<file path="src/rtl/instr_fetch_unit.sv">
`default_nettype none
// ============================================================================
//  Module      : instr_fetch_unit
//  Description : Instruction-RAM read master. Holds the PC, issues
//                synchronous reads, captures each returned word and presents
//                it to the control unit with a valid/ack handshake. Taken
//                branches redirect the PC using word offsets relative to the
//                instruction that follows the branch.
//  Revision    : 1.0 - initial release
// ============================================================================
module instr_fetch_unit #(
   parameter int ADDRESS_BUS_WIDTH = 12,
   parameter int INSTRUCTION_WIDTH = 29,
   parameter int RESET_PC          = 0
) (
   input  logic                         clk,
   input  logic                         reset_n,
   input  logic                         fetch_en,
   input  logic                         instr_ack,
   input  logic                         branch_taken,
   input  logic [ADDRESS_BUS_WIDTH-1:0] branch_offset,
   output logic [ADDRESS_BUS_WIDTH-1:0] ram_address,
   output logic                         ram_read_not_write,
   input  logic [INSTRUCTION_WIDTH-1:0] ram_data,
   output logic                         instr_valid,
   output logic [INSTRUCTION_WIDTH-1:0] instr_out,
   output logic [ADDRESS_BUS_WIDTH-1:0] pc_out
);

   localparam int AW = ADDRESS_BUS_WIDTH;
   localparam int IW = INSTRUCTION_WIDTH;

   // Word-aligned reset PC; ack_pc starts one word earlier so that a branch
   // taken before any ack resolves relative to RESET_PC.
   localparam logic [AW-1:0] C_RESET_PC_RAW = AW'(RESET_PC);
   localparam logic [AW-1:0] C_RESET_PC     = {C_RESET_PC_RAW[AW-1:2], 2'b00};
   localparam logic [AW-1:0] C_FOUR         = AW'(4);
   localparam logic [AW-1:0] C_RESET_ACK_PC = C_RESET_PC - C_FOUR;

   typedef enum logic [1:0] {
      IDLE    = 2'd0,
      ISSUE   = 2'd1,
      CAPTURE = 2'd2,
      VALID   = 2'd3
   } state_t;

   state_t          state_q,       state_d;
   logic [AW-1:0]   pc_q,          pc_d;
   logic [AW-1:0]   ack_pc_q,      ack_pc_d;
   logic            instr_valid_q, instr_valid_d;
   logic [IW-1:0]   instr_q,       instr_d;
   logic [AW-1:0]   pc_out_q,      pc_out_d;

   logic            w_ack;
   logic [AW-1:0]   w_base;
   logic [AW-1:0]   w_offset_bytes;
   logic [AW-1:0]   w_target_raw;
   logic [AW-1:0]   w_target;

   // The PC always drives the RAM address; this unit never writes.
   assign ram_address        = pc_q;
   assign ram_read_not_write = 1'b1;
   assign instr_valid        = instr_valid_q;
   assign instr_out          = instr_q;
   assign pc_out             = pc_out_q;

   // Branch target: base + 4 + (signed word offset * 4), modulo 2^AW.
   always_comb begin
      w_ack          = instr_ack & instr_valid_q;
      w_base         = w_ack ? pc_out_q : ack_pc_q;
      w_offset_bytes = branch_offset << 2;
      w_target_raw   = w_base + C_FOUR + w_offset_bytes;
      w_target       = {w_target_raw[AW-1:2], 2'b00};
   end

   // State register and datapath registers; reset takes effect immediately.
   always_ff @(posedge clk or negedge reset_n) begin
      if (!reset_n) begin
         state_q       <= IDLE;
         pc_q          <= C_RESET_PC;
         ack_pc_q      <= C_RESET_ACK_PC;
         instr_valid_q <= 1'b0;
         instr_q       <= '0;
         pc_out_q      <= '0;
      end else begin
         state_q       <= state_d;
         pc_q          <= pc_d;
         ack_pc_q      <= ack_pc_d;
         instr_valid_q <= instr_valid_d;
         instr_q       <= instr_d;
         pc_out_q      <= pc_out_d;
      end
   end

   // Next-state logic: a taken branch overrides everything else, in any state.
   always_comb begin
      state_d       = state_q;
      pc_d          = pc_q;
      ack_pc_d      = ack_pc_q;
      instr_valid_d = instr_valid_q;
      instr_d       = instr_q;
      pc_out_d      = pc_out_q;

      if (branch_taken) begin
         // An ack in the same cycle is still honoured for ack_pc; the pending
         // fetch (if any) is dropped by restarting from ISSUE/IDLE.
         if (w_ack) begin
            ack_pc_d = pc_out_q;
         end
         pc_d          = w_target;
         instr_valid_d = 1'b0;
         state_d       = fetch_en ? ISSUE : IDLE;
      end else begin
         case (state_q)
            IDLE: begin
               if (fetch_en) begin
                  state_d = ISSUE;
               end
            end
            ISSUE: begin
               // RAM samples the address at this edge.
               state_d = CAPTURE;
            end
            CAPTURE: begin
               instr_d       = ram_data;
               pc_out_d      = pc_q;
               instr_valid_d = 1'b1;
               state_d       = VALID;
            end
            VALID: begin
               if (w_ack) begin
                  instr_valid_d = 1'b0;
                  ack_pc_d      = pc_out_q;
                  pc_d          = pc_q + C_FOUR;
                  state_d       = fetch_en ? ISSUE : IDLE;
               end
            end
            default: begin
               state_d = IDLE;
            end
         endcase
      end
   end

endmodule
`default_nettype wire

</file>
<file path="config.mk">
export PLATFORM = sky130hd
export DESIGN_NAME = instr_fetch_unit
export DESIGN_NICKNAME = d
export VERILOG_FILES = /design/src/rtl/instr_fetch_unit.sv
export SDC_FILE = /design/constraint.sdc
export NUM_CORES = 1
export LEC_CHECK = 0
export ABC_AREA = 1
export CORE_MARGIN = 2
export CORE_UTILIZATION = 35
export CTS_CLUSTER_SIZE = 24
export DETAILED_ROUTE_END_ITERATION = 8
export GPL_TIMING_DRIVEN = 0
export PLACE_DENSITY_LB_ADDON = 0.08
export RECOVER_POWER = 25
export SLEW_MARGIN = 30
export SYNTH_ARGS = -nofsm -noshare
export SYNTH_HDL_FRONTEND = slang
export SYNTH_SLANG_ARGS = --single-unit
</file>
<file path="constraint.sdc">
create_clock -name clk -period 3.45 [get_ports clk]
set_input_delay 1.035 -clock clk [delete_from_list [all_inputs] [get_ports clk]]
set_output_delay 1.035 -clock clk [all_outputs]
set_load 0.05 [all_outputs]
</file>
# ---- Yosys cells after proc, flatten, opt, wreduce, memory -nomap -nowiden
# Cells that the tools add are included.
dict set report op_classes {
  n_addsub 3
  n_eq_ne 5
  mux 14
  n_bitwise 2
  n_reduce_logical 8
}
# cell count
set ops {}
lappend ops {{$mux 12} 6}
lappend ops {{$add 12x3->12 const B} 2}
lappend ops {{$add 12x12->12} 1}
lappend ops {{$pmux 2 s4} 1}
lappend ops {{$reduce_and 2->1} 4}
lappend ops {{$mux 2} 3}
lappend ops {{$ne 3x3->1 const B} 2}
lappend ops {{$eq 2x2->1 const B} 2}
lappend ops {{$reduce_bool 2->1} 2}
lappend ops {{$mux 1} 3}
lappend ops {{$reduce_bool 3->1} 1}
lappend ops {{$eq 2x1->1 const B} 1}
lappend ops {{$logic_not 2->1} 1}
lappend ops {{$pmux 1 s2} 1}
lappend ops {{$and 1x1->1} 1}
lappend ops {{$not 1->1} 1}
dict set report totals {
  regBits 68
  input_bits 46
  out_inout_bits 55
}

# ---- Longest topological paths before layout
dict set report depth {
  word_depth 5
  mapped_depth 19
  mapped_depth_nobuf 17
}

# ---- Worst setup path after synthesis
# No wires, ideal clock.
dict set report synth_timing {
  kind {input port to flip-flop}
  startpoint {input port instr_ack}
  endpoint {register pc_q[11] (netlist: ram_address[11])}
  arrival_ns 2.941
  required_time_ns 3.331
  setup_slack_ns 0.391
  cell_stages 19
  n_path_buf 2
  path_cell_list {nand2_2 -> buf_6 -> buf_6 -> nor2_1 -> a21oi_2 -> ha_1 -> ha_1 -> inv_1 -> fa_1 -> inv_1 -> nand2_1 -> nand2_1 -> nand3_1 -> nand2_1 -> nand2_1 -> nand2_1 -> nor2_2 -> nor2_1 -> nor2_1}
}
dict set report synth_via {
  elab_chain_cells 5
  word_cells_on_any_way 7
  cone_classes {add/sub: 2; mux: 2; bitwise: 1; reduce/logical: 2}
}
# item line_no
set synth_lines {}
lappend synth_lines {{start, declared} 19} ;# input logic instr_ack,
lappend synth_lines {{$and 1x1->1 *} 69} ;# w_ack = instr_ack & instr_valid_q;
lappend synth_lines {{$mux 12} -}
lappend synth_lines {{$add 12x3->12} 72} ;# w_target_raw = w_base + C_FOUR + w_offset_bytes;
lappend synth_lines {{$add 12x12->12} 72}
lappend synth_lines {{$mux 12} 104} ;# if (branch_taken) begin
lappend synth_lines {{end signal, assigned} 87} ;# pc_q <= pc_d;
lappend synth_lines {{end, declared} 48} ;# logic [AW-1:0] pc_q, pc_d;
# Every way passes the cells marked *; elsewhere a longest branch is shown, timed or not.
# A chain may end at the register's enable or synchronous reset.

# ---- Worst setup path after layout
# Same ends and word-level chain as after synthesis.

==> reports/metrics.cfg <==
[outcome]
status = finished clean

[critical_path]
critical_path_arrival_ns = 3.47
path_common_cell = sky130_fd_sc_hd__nand2_1
r2r_setup_slack_ns = 0.70
path_delay_family = simple AND/OR/NAND/NOR gates
crit_chain = dlygate4sd2_1 -> nand2_2 -> buf_6 -> buf_6 -> nor2_1 -> a21oi_2 -> ha_1 -> ha_1 -> inv_1 -> fa_1 -> inv_1 -> nand2_1 -> nand2_1 -> nand3_1 -> nand2_1 -> nand2_1 -> nand2_1 -> nor2_2 -> nor2_1 -> nor2_1
critical_path_data_required_time_ns = 3.68
r2r-start = instr_valid
worst_r2r_endpoint = ram_address[11]
r2r.worst_path.cells = 19
critical_path.n_buffers_inverters = 5
crit_path_start_kind = input port
crit_path_top_delay_cell = sky130_fd_sc_hd__fa_1
crit_path_max_incr_delay_ns = 0.35
worstSetupEndpointType = flop
crit_fanout = 10
critical_path_class = in -> reg
crit_start = instr_ack

[hold_path]
depth_of_the_worst_hold_timing_path = 2
hold_end = ack_pc_q[2]
worst_min_path_start = ack_pc_q[2]
hold_path.class = reg -> reg

[clock_network]
clk_latency_ns = 0.33
clk_path_buf_depth = 2
tritoncts = built
clkTransAtPathRegs_ns = 0.07
cts_root_buffer = sky130_fd_sc_hd__clkbuf_8
total_clock_buffers_created_by_cts = 9
holdBufCountCts = 0
cts_max_level = 3
clock_sinks = 62

[power_and_ir_drop]
powerDensity_nw_per_um2 = 1054
p_leak_nw = 2.366
power.total_mw = 5.136
vdd_ir_drop_max_mv = 0.4302

[yosys]
post_synth_num_cell_types = 37
instance_count_of_the_mapped_netlist = 381
post_synth_edffs = 0
post_synth_main_area_contributors = sky130_fd_sc_hd__dfrtp_1 36%, sky130_fd_sc_hd__nand2_1 8.8%, sky130_fd_sc_hd__mux2_4 8.4%, sky130_fd_sc_hd__ha_1 7.7%, sky130_fd_sc_hd__dfstp_2 7.3%
synth.top_cells.by_count = 84 x sky130_fd_sc_hd__nand2_1, 52 x sky130_fd_sc_hd__dfrtp_1, 43 x sky130_fd_sc_hd__inv_1
postSynth.asyncResetShare = 1.000
yosys.area.top_type_share = 0.3626
synthesis.area_per_instance_um2 = 9.418
synth.cell_area_um2 = 3588
yosysTopAreaCell = sky130_fd_sc_hd__dfrtp_1
synth.most_common_cell = sky130_fd_sc_hd__nand2_1
synth_top_flop_cell = sky130_fd_sc_hd__dfrtp_1
synth-seq-area-share = 0.4358
synth-warning-count = 0
synth.ff_latch_count = 62

[grt]
number_of_global_route_vias_before_repair = 2861
grt_pass1_wl_mm = 14.20
antenna_violations_before_repair = 0
grt_util_all_layers = 0.1640
pin_count_of_the_biggest_net_entering_global_routing = 43
grt.overflow.total = 0

[finish]
final_nets = 557
antenna_cells = 0
synthToLayoutAreaGrowth_pct = 35.77
finish.utilization = 0.4939
layout_cells_sized_above_1 = 0.1704

[placed_design]
routability_congestion = 0.8395
pre_cts_ws_ns = -0.4262
port_buffers = 92
place.detailed.hpwl_mm = 6.581

[route]
routed_wire_length_per_instance_um = 13.82
dr.first_iter.drc_count = 127
drt_wl_total_mm = 8.653
detail-route-antenna-nets = 0
route.detailed.vias_per_inst = 4.527
drcViolationCount = 0
via_count = 2834
firstDrtPassIters = 4

[floorplanning]
die_w_um = 105.3
die_height_um = 105.3
core-area_um2 = 9864
initial_utilization = 0.3638
die_outline_area_um2 = 11080
top_level_ports = 101
rows = 36

[timing]
period_share = 0.9411
accumulated_negative_setup_slack_ns = 0
worstMarginPinSlew_ns = 1.254
post_route_skew_ns = 0.009758
finalWorstPathRequiredPeriod_ns = 3.247
whs_ns = 0.4716
setup_ws_ns = 0.2032
setup_violations = 0
rsz0062_at_grt = no
final-hold-violation-count = 0
maxSlewHeadroom = 0.1640
timing_max_transition_violations_final = 0
timing.fmax_mhz = 308.0

[flow_run]
drv_cap = 0

-- worst min-delay path: stages, from the launching register on --
cell	delay (ns)
sky130_fd_sc_hd__dfstp_2	0.37
sky130_fd_sc_hd__nand2_1	0.05
sky130_fd_sc_hd__o21ai_1	0.05
-- per-stage QoR --
| stage | std cells | area [µm²] |
|---|---|---|
| after floorplan | 384 | 3600 |
| after global placement | 609 | 4687 |
| after detailed placement | 610 | 4712 |
| after CTS | 626 | 4898 |
| after global routing | 626 | 4872 |
| final | 626 | 4872 |
-- cells in the final DEF, fill, tap and decap left out, drive strengths merged, types with 14 or more instances in the layout --
| cell | netlist | layout |
|---|---|---|
| ha | 22 | 22 |
| nand3 | 14 | 14 |
| mux2 | 32 | 32 |
| nand2 | 90 | 90 |
| inv | 47 | 47 |
| clkbuf | 1 | 16 |
| nor2 | 30 | 30 |
| dfrtp | 52 | 52 |
| clkdlybuf4s50 | 0 | 90 |
| buf | 15 | 15 |
| o21ai | 32 | 32 |
| a21oi | 18 | 18 |
-- per-layer routing --
metal  up-vias  global-route usage  routed length [µm]
li1       1436                   -                   -
met1      1313              0.2236                4078
met2        75              0.2539                3973
met3        10             0.03587                 490
met4         0             0.06286                 110
met5         -                   0                   0
-- area by class of cell --
class	instances	area [µm²]
flip-flops and latches	62	1564
clock buffers	13	168.9
repair buffers	93	918.4
clock inverters	3	18.77
inverters	47	183.9
well taps	133	166.4
multi-input cells	259	1722
fillers	906	4992
plain buffers	16	130.1
-- registers in the layout, summed over array words and instances (netlist names) --
register	count
pc_out	10
instr_valid	1
instr_out	29
state_q	2
ram_address	10
ack_pc_q	10
-- repair_timing --
item	in CTS	in global routing
buffers inserted	0	0
setup endpoints to repair	2	0
hold endpoints to repair	0	0
gates resized for setup	1	0
-- how the worst max path moves through the flow --
stage | end | slack, ns | depth (start not counted)
2_1_floorplan | ram_address[11] | 0.39 | 19
3_3_place_gp | instr_out[10] | -0.88 | 1
3_5_place_dp | ram_address[11] | -0.43 | 20
4_1_cts | ram_address[11] | 0.23 | 20
5_1_grt | ram_address[11] | 0.03 | 20
6_report | ram_address[11] | 0.20 | 20
-- report_power, final --
part	internal [mW]	switching [mW]
sequential	1.11	0.257
combinational	1.18	1.98
clock	0.319	0.285
-- cell families after synthesis --
family | Yosys count | share of synthesized area
AOI/OAI and AO/OA | 56 | 0.09065
xor gates and xnor gates | 1 | 0.002441
adders and majority gates | 23 | 0.08229
buffers and inverters | 63 | 0.08751
DFF | 62 | 0.4358
muxes | 33 | 0.1241
other | 2 | 0.002093
and+or+nand+nor | 141 | 0.1750
Power figures use the tool's default switching activity.
